===== src/rtl/uart_pkg.sv =====
// Shared UART definitions: queued byte width and the transmit-feeder FSM states.
package uart_pkg;

   localparam int BYTE_WIDTH = 8;

   typedef enum logic [1:0] {
      IDLE      = 2'd0,
      START     = 2'd1,
      WAIT_DONE = 2'd2
   } tx_state_e;

endpackage


===== src/rtl/uart_sync_fifo.sv =====
// Single-clock circular FIFO. Occupancy is tracked in count; full and empty
// are registered copies derived from the next count value, so they always
// agree with count. Storage is not reset; only pointers and flags are.
module uart_sync_fifo #(
   parameter int WIDTH = uart_pkg::BYTE_WIDTH,
   parameter int DEPTH = 16
) (
   input  logic                     clk,
   input  logic                     arst_n,
   input  logic                     clr,
   input  logic                     wr_en,
   input  logic [WIDTH-1:0]         wr_data,
   input  logic                     rd_en,
   output logic [WIDTH-1:0]         rd_data,
   output logic                     full,
   output logic                     empty,
   output logic [$clog2(DEPTH):0]   count,
   output logic                     overflow
);

   localparam int PTR_W = $clog2(DEPTH);
   localparam int CNT_W = PTR_W + 1;
   localparam logic [CNT_W-1:0] DEPTH_C = CNT_W'(DEPTH);
   localparam logic [CNT_W-1:0] ZERO_C  = {CNT_W{1'b0}};

   logic [WIDTH-1:0] mem_r [DEPTH];
   logic [PTR_W-1:0] wr_ptr_r;
   logic [PTR_W-1:0] rd_ptr_r;
   logic [CNT_W-1:0] count_r;
   logic [CNT_W-1:0] count_next_s;
   logic             full_r;
   logic             empty_r;
   logic             overflow_r;
   logic             push_s;
   logic             pop_s;

   // Qualify push/pop (a full FIFO refuses writes even if a pop happens the same cycle) and compute next occupancy.
   always_comb begin
      push_s       = wr_en & ~full_r & ~clr;
      pop_s        = rd_en & ~empty_r & ~clr;
      count_next_s = count_r;
      if (clr) begin
         count_next_s = ZERO_C;
      end else begin
         case ({push_s, pop_s})
            2'b10:   count_next_s = count_r + CNT_W'(1);
            2'b01:   count_next_s = count_r - CNT_W'(1);
            default: count_next_s = count_r;
         endcase
      end
   end

   // Pointer advance; DEPTH is a power of two so the pointers wrap from DEPTH-1 to 0 naturally.
   always_ff @(posedge clk or negedge arst_n) begin
      if (!arst_n) begin
         wr_ptr_r <= {PTR_W{1'b0}};
         rd_ptr_r <= {PTR_W{1'b0}};
      end else if (clr) begin
         wr_ptr_r <= {PTR_W{1'b0}};
         rd_ptr_r <= {PTR_W{1'b0}};
      end else begin
         if (push_s) begin
            wr_ptr_r <= wr_ptr_r + PTR_W'(1);
         end
         if (pop_s) begin
            rd_ptr_r <= rd_ptr_r + PTR_W'(1);
         end
      end
   end

   // Occupancy, status flags and the dropped-write pulse (a write flushed by clr is not an overflow).
   always_ff @(posedge clk or negedge arst_n) begin
      if (!arst_n) begin
         count_r    <= ZERO_C;
         full_r     <= 1'b0;
         empty_r    <= 1'b1;
         overflow_r <= 1'b0;
      end else begin
         count_r    <= count_next_s;
         full_r     <= (count_next_s == DEPTH_C);
         empty_r    <= (count_next_s == ZERO_C);
         overflow_r <= wr_en & full_r & ~clr;
      end
   end

   // Storage write; contents are don't-care after reset.
   always_ff @(posedge clk) begin
      if (push_s) begin
         mem_r[wr_ptr_r] <= wr_data;
      end
   end

   assign rd_data  = mem_r[rd_ptr_r];
   assign full     = full_r;
   assign empty    = empty_r;
   assign count    = count_r;
   assign overflow = overflow_r;

endmodule


===== src/rtl/uart_tx_feeder.sv =====
// Feeds queued bytes to a UART transmitter one at a time: pops the FIFO head
// into tx_data, pulses tx_start, then waits for a rising edge of tx_done.
module uart_tx_feeder
   import uart_pkg::*;
#(
   parameter int BYTE_WIDTH = uart_pkg::BYTE_WIDTH,
   parameter int DEPTH      = 16
) (
   input  logic                     clk,
   input  logic                     arst_n,
   input  logic                     wr_en,
   input  logic [BYTE_WIDTH-1:0]    wr_data,
   input  logic                     clr,
   output logic                     full,
   output logic                     empty,
   output logic [$clog2(DEPTH):0]   count,
   output logic                     overflow,
   output logic                     tx_start,
   output logic [BYTE_WIDTH-1:0]    tx_data,
   input  logic                     tx_done,
   output logic                     busy
);

   tx_state_e              state_r;
   tx_state_e              state_next_s;
   logic                   pop_s;
   logic                   tx_rise_s;
   logic                   done_q_r;
   logic                   tx_start_r;
   logic                   busy_r;
   logic [BYTE_WIDTH-1:0]  tx_data_r;
   logic [BYTE_WIDTH-1:0]  fifo_rd_data_s;
   logic                   fifo_empty_s;

   uart_sync_fifo #(
      .WIDTH (BYTE_WIDTH),
      .DEPTH (DEPTH)
   ) u_fifo (
      .clk      (clk),
      .arst_n   (arst_n),
      .clr      (clr),
      .wr_en    (wr_en),
      .wr_data  (wr_data),
      .rd_en    (pop_s),
      .rd_data  (fifo_rd_data_s),
      .full     (full),
      .empty    (fifo_empty_s),
      .count    (count),
      .overflow (overflow)
   );

   // FSM state register.
   always_ff @(posedge clk or negedge arst_n) begin
      if (!arst_n) begin
         state_r <= IDLE;
      end else begin
         state_r <= state_next_s;
      end
   end

   // Next-state logic; a completion edge only counts while waiting for it.
   always_comb begin
      state_next_s = state_r;
      case (state_r)
         IDLE: begin
            if (!fifo_empty_s && !clr) begin
               state_next_s = START;
            end else begin
               state_next_s = IDLE;
            end
         end
         START: begin
            state_next_s = WAIT_DONE;
         end
         WAIT_DONE: begin
            if (tx_rise_s) begin
               state_next_s = IDLE;
            end else begin
               state_next_s = WAIT_DONE;
            end
         end
         default: begin
            state_next_s = IDLE;
         end
      endcase
   end

   // Decoded controls: FIFO pop on leaving IDLE, and tx_done rising-edge detect.
   always_comb begin
      pop_s     = 1'b0;
      tx_rise_s = tx_done & ~done_q_r;
      case (state_r)
         IDLE:    pop_s = ~fifo_empty_s & ~clr;
         default: pop_s = 1'b0;
      endcase
   end

   // Registered transmitter-facing outputs; tx_data is only loaded on a pop so it holds through the transfer.
   always_ff @(posedge clk or negedge arst_n) begin
      if (!arst_n) begin
         done_q_r   <= 1'b0;
         tx_start_r <= 1'b0;
         busy_r     <= 1'b0;
         tx_data_r  <= {BYTE_WIDTH{1'b0}};
      end else begin
         done_q_r   <= tx_done;
         tx_start_r <= (state_r == START);
         busy_r     <= (state_next_s != IDLE);
         if (pop_s) begin
            tx_data_r <= fifo_rd_data_s;
         end
      end
   end

   assign empty    = fifo_empty_s;
   assign tx_start = tx_start_r;
   assign tx_data  = tx_data_r;
   assign busy     = busy_r;

endmodule


===== config.mk =====
export PLATFORM = sky130hd
export DESIGN_NAME = uart_tx_feeder
export DESIGN_NICKNAME = d
export VERILOG_FILES = /design/src/rtl/uart_pkg.sv /design/src/rtl/uart_sync_fifo.sv /design/src/rtl/uart_tx_feeder.sv
export SDC_FILE = /design/constraint.sdc
export NUM_CORES = 1
export LEC_CHECK = 0
export CAP_MARGIN = 15
export CELL_PAD_IN_SITES_DETAIL_PLACEMENT = 0
export CELL_PAD_IN_SITES_GLOBAL_PLACEMENT = 2
export CORE_MARGIN = 2
export CORE_UTILIZATION = 45
export CTS_BUF_LIST = sky130_fd_sc_hd__clkbuf_2
export DETAILED_ROUTE_END_ITERATION = 8
export PLACE_DENSITY = 0.9
export SLEW_MARGIN = 20
export SYNTH_ARGS = -nofsm -noshare
export SYNTH_HDL_FRONTEND = slang
export SYNTH_SLANG_ARGS = --single-unit

===== constraint.sdc =====
create_clock -name clk -period 8 [get_ports clk]
set_input_delay 1.6 -clock clk [delete_from_list [all_inputs] [get_ports clk]]
set_output_delay 1.6 -clock clk [all_outputs]
set_load 0.02 [all_outputs]

==> flow_summary.toml <==
[placed_design]
port_buffers = 30
placed_area_sq_um = 6780
dpl.cell_count = 548
gp_congestion = 0.727
hpwlAfterDp_mm = 7.24

[cells_and_area]
final_cells = 580
fin_util_pct = 50.9
final_area_sq_um = 7030
regArea_sq_um = 4570
syn2layout_area_growth_pct = 11.0
drive_gt1_share_pct = 18.8
fill_cells = 1122
fin_nets = 408
antenna_cells = 0
multi_input_comb_area_sq_um = 1630

[cts]
cts_tree = "yes"
cts_root_buf = "clkbuf_2"
clock_latency_ns = 0.71
holdBufCountCts = 0
clockBufferDepth = 2
cts_buffers = 17
cts_sinks = 157
postCtsSetupRepairBufs = 0
clk_pin_slew_ns = 0.24
cts_resized = 0
h-tree-depth = 4

[setup_path]
crit_cells = 11
cp-end-kind = "flip-flop"
worstPathRequired_ns = 8.60
ff2ff_path_depth = 10
crit_slowest_cell = "or4_1"
cp-start-kind = "primary input"
cpPeakStageDelay_ns = 0.84
startpoint = "clr"
arrival_ns = 5.00
timing.rr.start = "state_r[1]"
critPathBufInv = 2
crit_fanout = 20
cp_top_family = "simple AND/OR/NAND/NOR gates"
path_cells = "clkdlybuf4s50_1, or4_1, inv_2, ha_1, xor2_1, ha_1, nor3b_1, o32ai_2, xnor2_1, nor2_2, and4_1"
path_common_cell = "ha_1"
worstSetupPathType = "in -> reg"

[floorplanning]
fp-row-count = 43
core_sq_um = 13800
die_area_sq_um = 15000
die_h_um = 123
die_x_um = 123
ioPinCount = 31
start_util_pct = 45.8

[drt]
drt-initial-drc-count = 313
wl_per_cell_um = 20.1
wl_mm = 11.7
drc = 0
drtPass1Iterations = 4
drtAntennaViolNets = 0
vias_per_cell = 5.40
vias = 3132

[sta]
grt_setup_unrepaired = "false"
holdWs_ns = 0.526
max_freq_ghz = 0.228
period_share_pct = 54.9
skew_ns = 0.0321
hold_viol = 0
slew_headroom_pct = 29.0
setup_viol = 0
period_needed_ns = 4.39
fin_tns_setup_ns = 0
tightest_slew_ns = 1.07
drv_slew = 0

[power_and_ir_drop]
p_leak_nw = 2.31
power.density_nw_per_um2 = 263
vdd_drop_max_mv = 0.143

[yosys]
syn_inst = 354
synth.net_count = 375
synth-compound-area-share_pct = 2.92
synth_warnings = 0
synthSimpleGateAreaFrac_pct = 5.69
async_flop_share_pct = 18.5
synth_top_family_by_area = "multiplexers"
synth_edf_count = 128
ys_ff_latch = 157
synth_flop_cell = "edfxtp_1"
netlist_area_sq_um = 6340
ys_types = 43
avgSynthCellArea_sq_um = 17.9
synth_fa_ha_area_share_pct = 1.58
synth_xor_area_share_pct = 1.38
synth_seq_area_share_pct = 72.1
synthMuxAreaShare_pct = 14.1

[status]
status = "finished, final reports clean"

[global_route]
grt_pass1_vias = 3207
grt_max_degree = 37
grt_usage_pct = 17.0
grt_overflow_total = 0
grt_pass1_wl_mm = 18.3
antenna_found_initial = 0

[run]
drv_cap = 0

[min_path]
hold_path_depth = 1
worstHoldPathType = "reg -> reg"
hp-start = "state_r[1]"
## synthesized netlist by cell type (2+ instances only)
master / instances / share of area (%)
edfxtp_1: 128 / 61
xor2_1: 6 / 0.83
mux4_2: 32 / 11
nand2b_1: 6 / 0.59
nand3_1: 2 / 0.16
xnor2_1: 4 / 0.55
ha_1: 8 / 1.6
nor3b_1: 3 / 0.36
dfrtp_1: 28 / 11
nor2_1: 34 / 2.0
nand3b_1: 6 / 0.71
o21ai_1: 8 / 0.63
o21ai_0: 4 / 0.32
buf_2: 4 / 0.32
clkbuf_1: 9 / 0.53
nand2_1: 7 / 0.41
nand4_1: 2 / 0.20
mux2i_1: 17 / 2.7
buf_6: 4 / 0.71
inv_1: 8 / 0.47
a21oi_1: 12 / 0.95
## logic make-up (layout without fill, tap and decap cells)
family	after synthesis	after routing
buffers and inverters	28	74
xor gates and xnor gates	10	10
and+or+nand+nor	71	71
AOI/OAI and AO/OA	31	31
muxes	49	49
adders and majority gates	8	8
DFF	157	157
## final timing paths
check	slack, ns	end
setup / recovery	3.61	u_fifo.full
hold / removal	0.53	tx_start
setup reg to reg	4.84	u_fifo.full
hold reg to reg	0.53	tx_start
max in group asynchronous	6.41	u_fifo.empty
min in group asynchronous	1.24	busy
## layout by cell type (no fill, tap or decap), drive strengths merged, types with 12 or more instances in the layout
cell type and instances:
a21oi 12, clkdlybuf4s50 30, mux4 32, o21ai 12, dfrtp 28, clkbuf 18
mux2i 17, nor2 35, inv 15, edfxtp 128
## power by group
group / internal (W) / switching, W / leakage [nW] / total (W)
clock: 0.000152 / 0.000291 / 0.149 / 0.000443
sequential: 0.000931 / 0.0000500 / 1.53 / 0.000981
combinational: 0.000216 / 0.000208 / 0.630 / 0.000424
## cell type report
class | instances | share of cell area (%)
Sequential cell | 157 | 65.0
Multi-Input combinational cell | 169 | 23.2
Timing Repair Buffer | 33 | 4.59
Tap cell | 180 | 3.20
Clock inverter | 14 | 2.24
Clock buffer | 18 | 1.28
Inverter | 9 | 0.480
## registers in the layout (all words and copies together) (netlist names)
| signal | flops |
|---|---|
| busy | 1 |
| done_q_r | 1 |
| state_r | 2 |
| tx_data | 8 |
| tx_start | 1 |
| u_fifo.count | 5 |
| u_fifo.empty | 1 |
| u_fifo.full | 1 |
| u_fifo.mem_r | 128 |
| u_fifo.overflow | 1 |
| u_fifo.rd_ptr_r | 4 |
| u_fifo.wr_ptr_r | 4 |
## through the flow
stage          total power, W  setup WS [ns]
5_1_grt               0.00194           3.38
3_3_place_gp          0.00142           3.02
4_1_cts               0.00187           3.67
6_report              0.00185           3.61
3_5_place_dp          0.00143           2.89
2_1_floorplan         0.00130           4.30
## routing by layer
| layer | up-vias | wire length, um | track usage (%) | share of wire [%] |
|---|---|---|---|---|
| li1 | 1432 | - | - | - |
| met1 | 1617 | 5200 | 23.2 | 45 |
| met2 | 68 | 5730 | 26.9 | 49 |
| met3 | 15 | 591 | 4.83 | 5.1 |
| met4 | 0 | 148 | 4.81 | 1.3 |
| met5 | - | 0 | 0 | 0 |
Power figures use the tool's default switching activity.
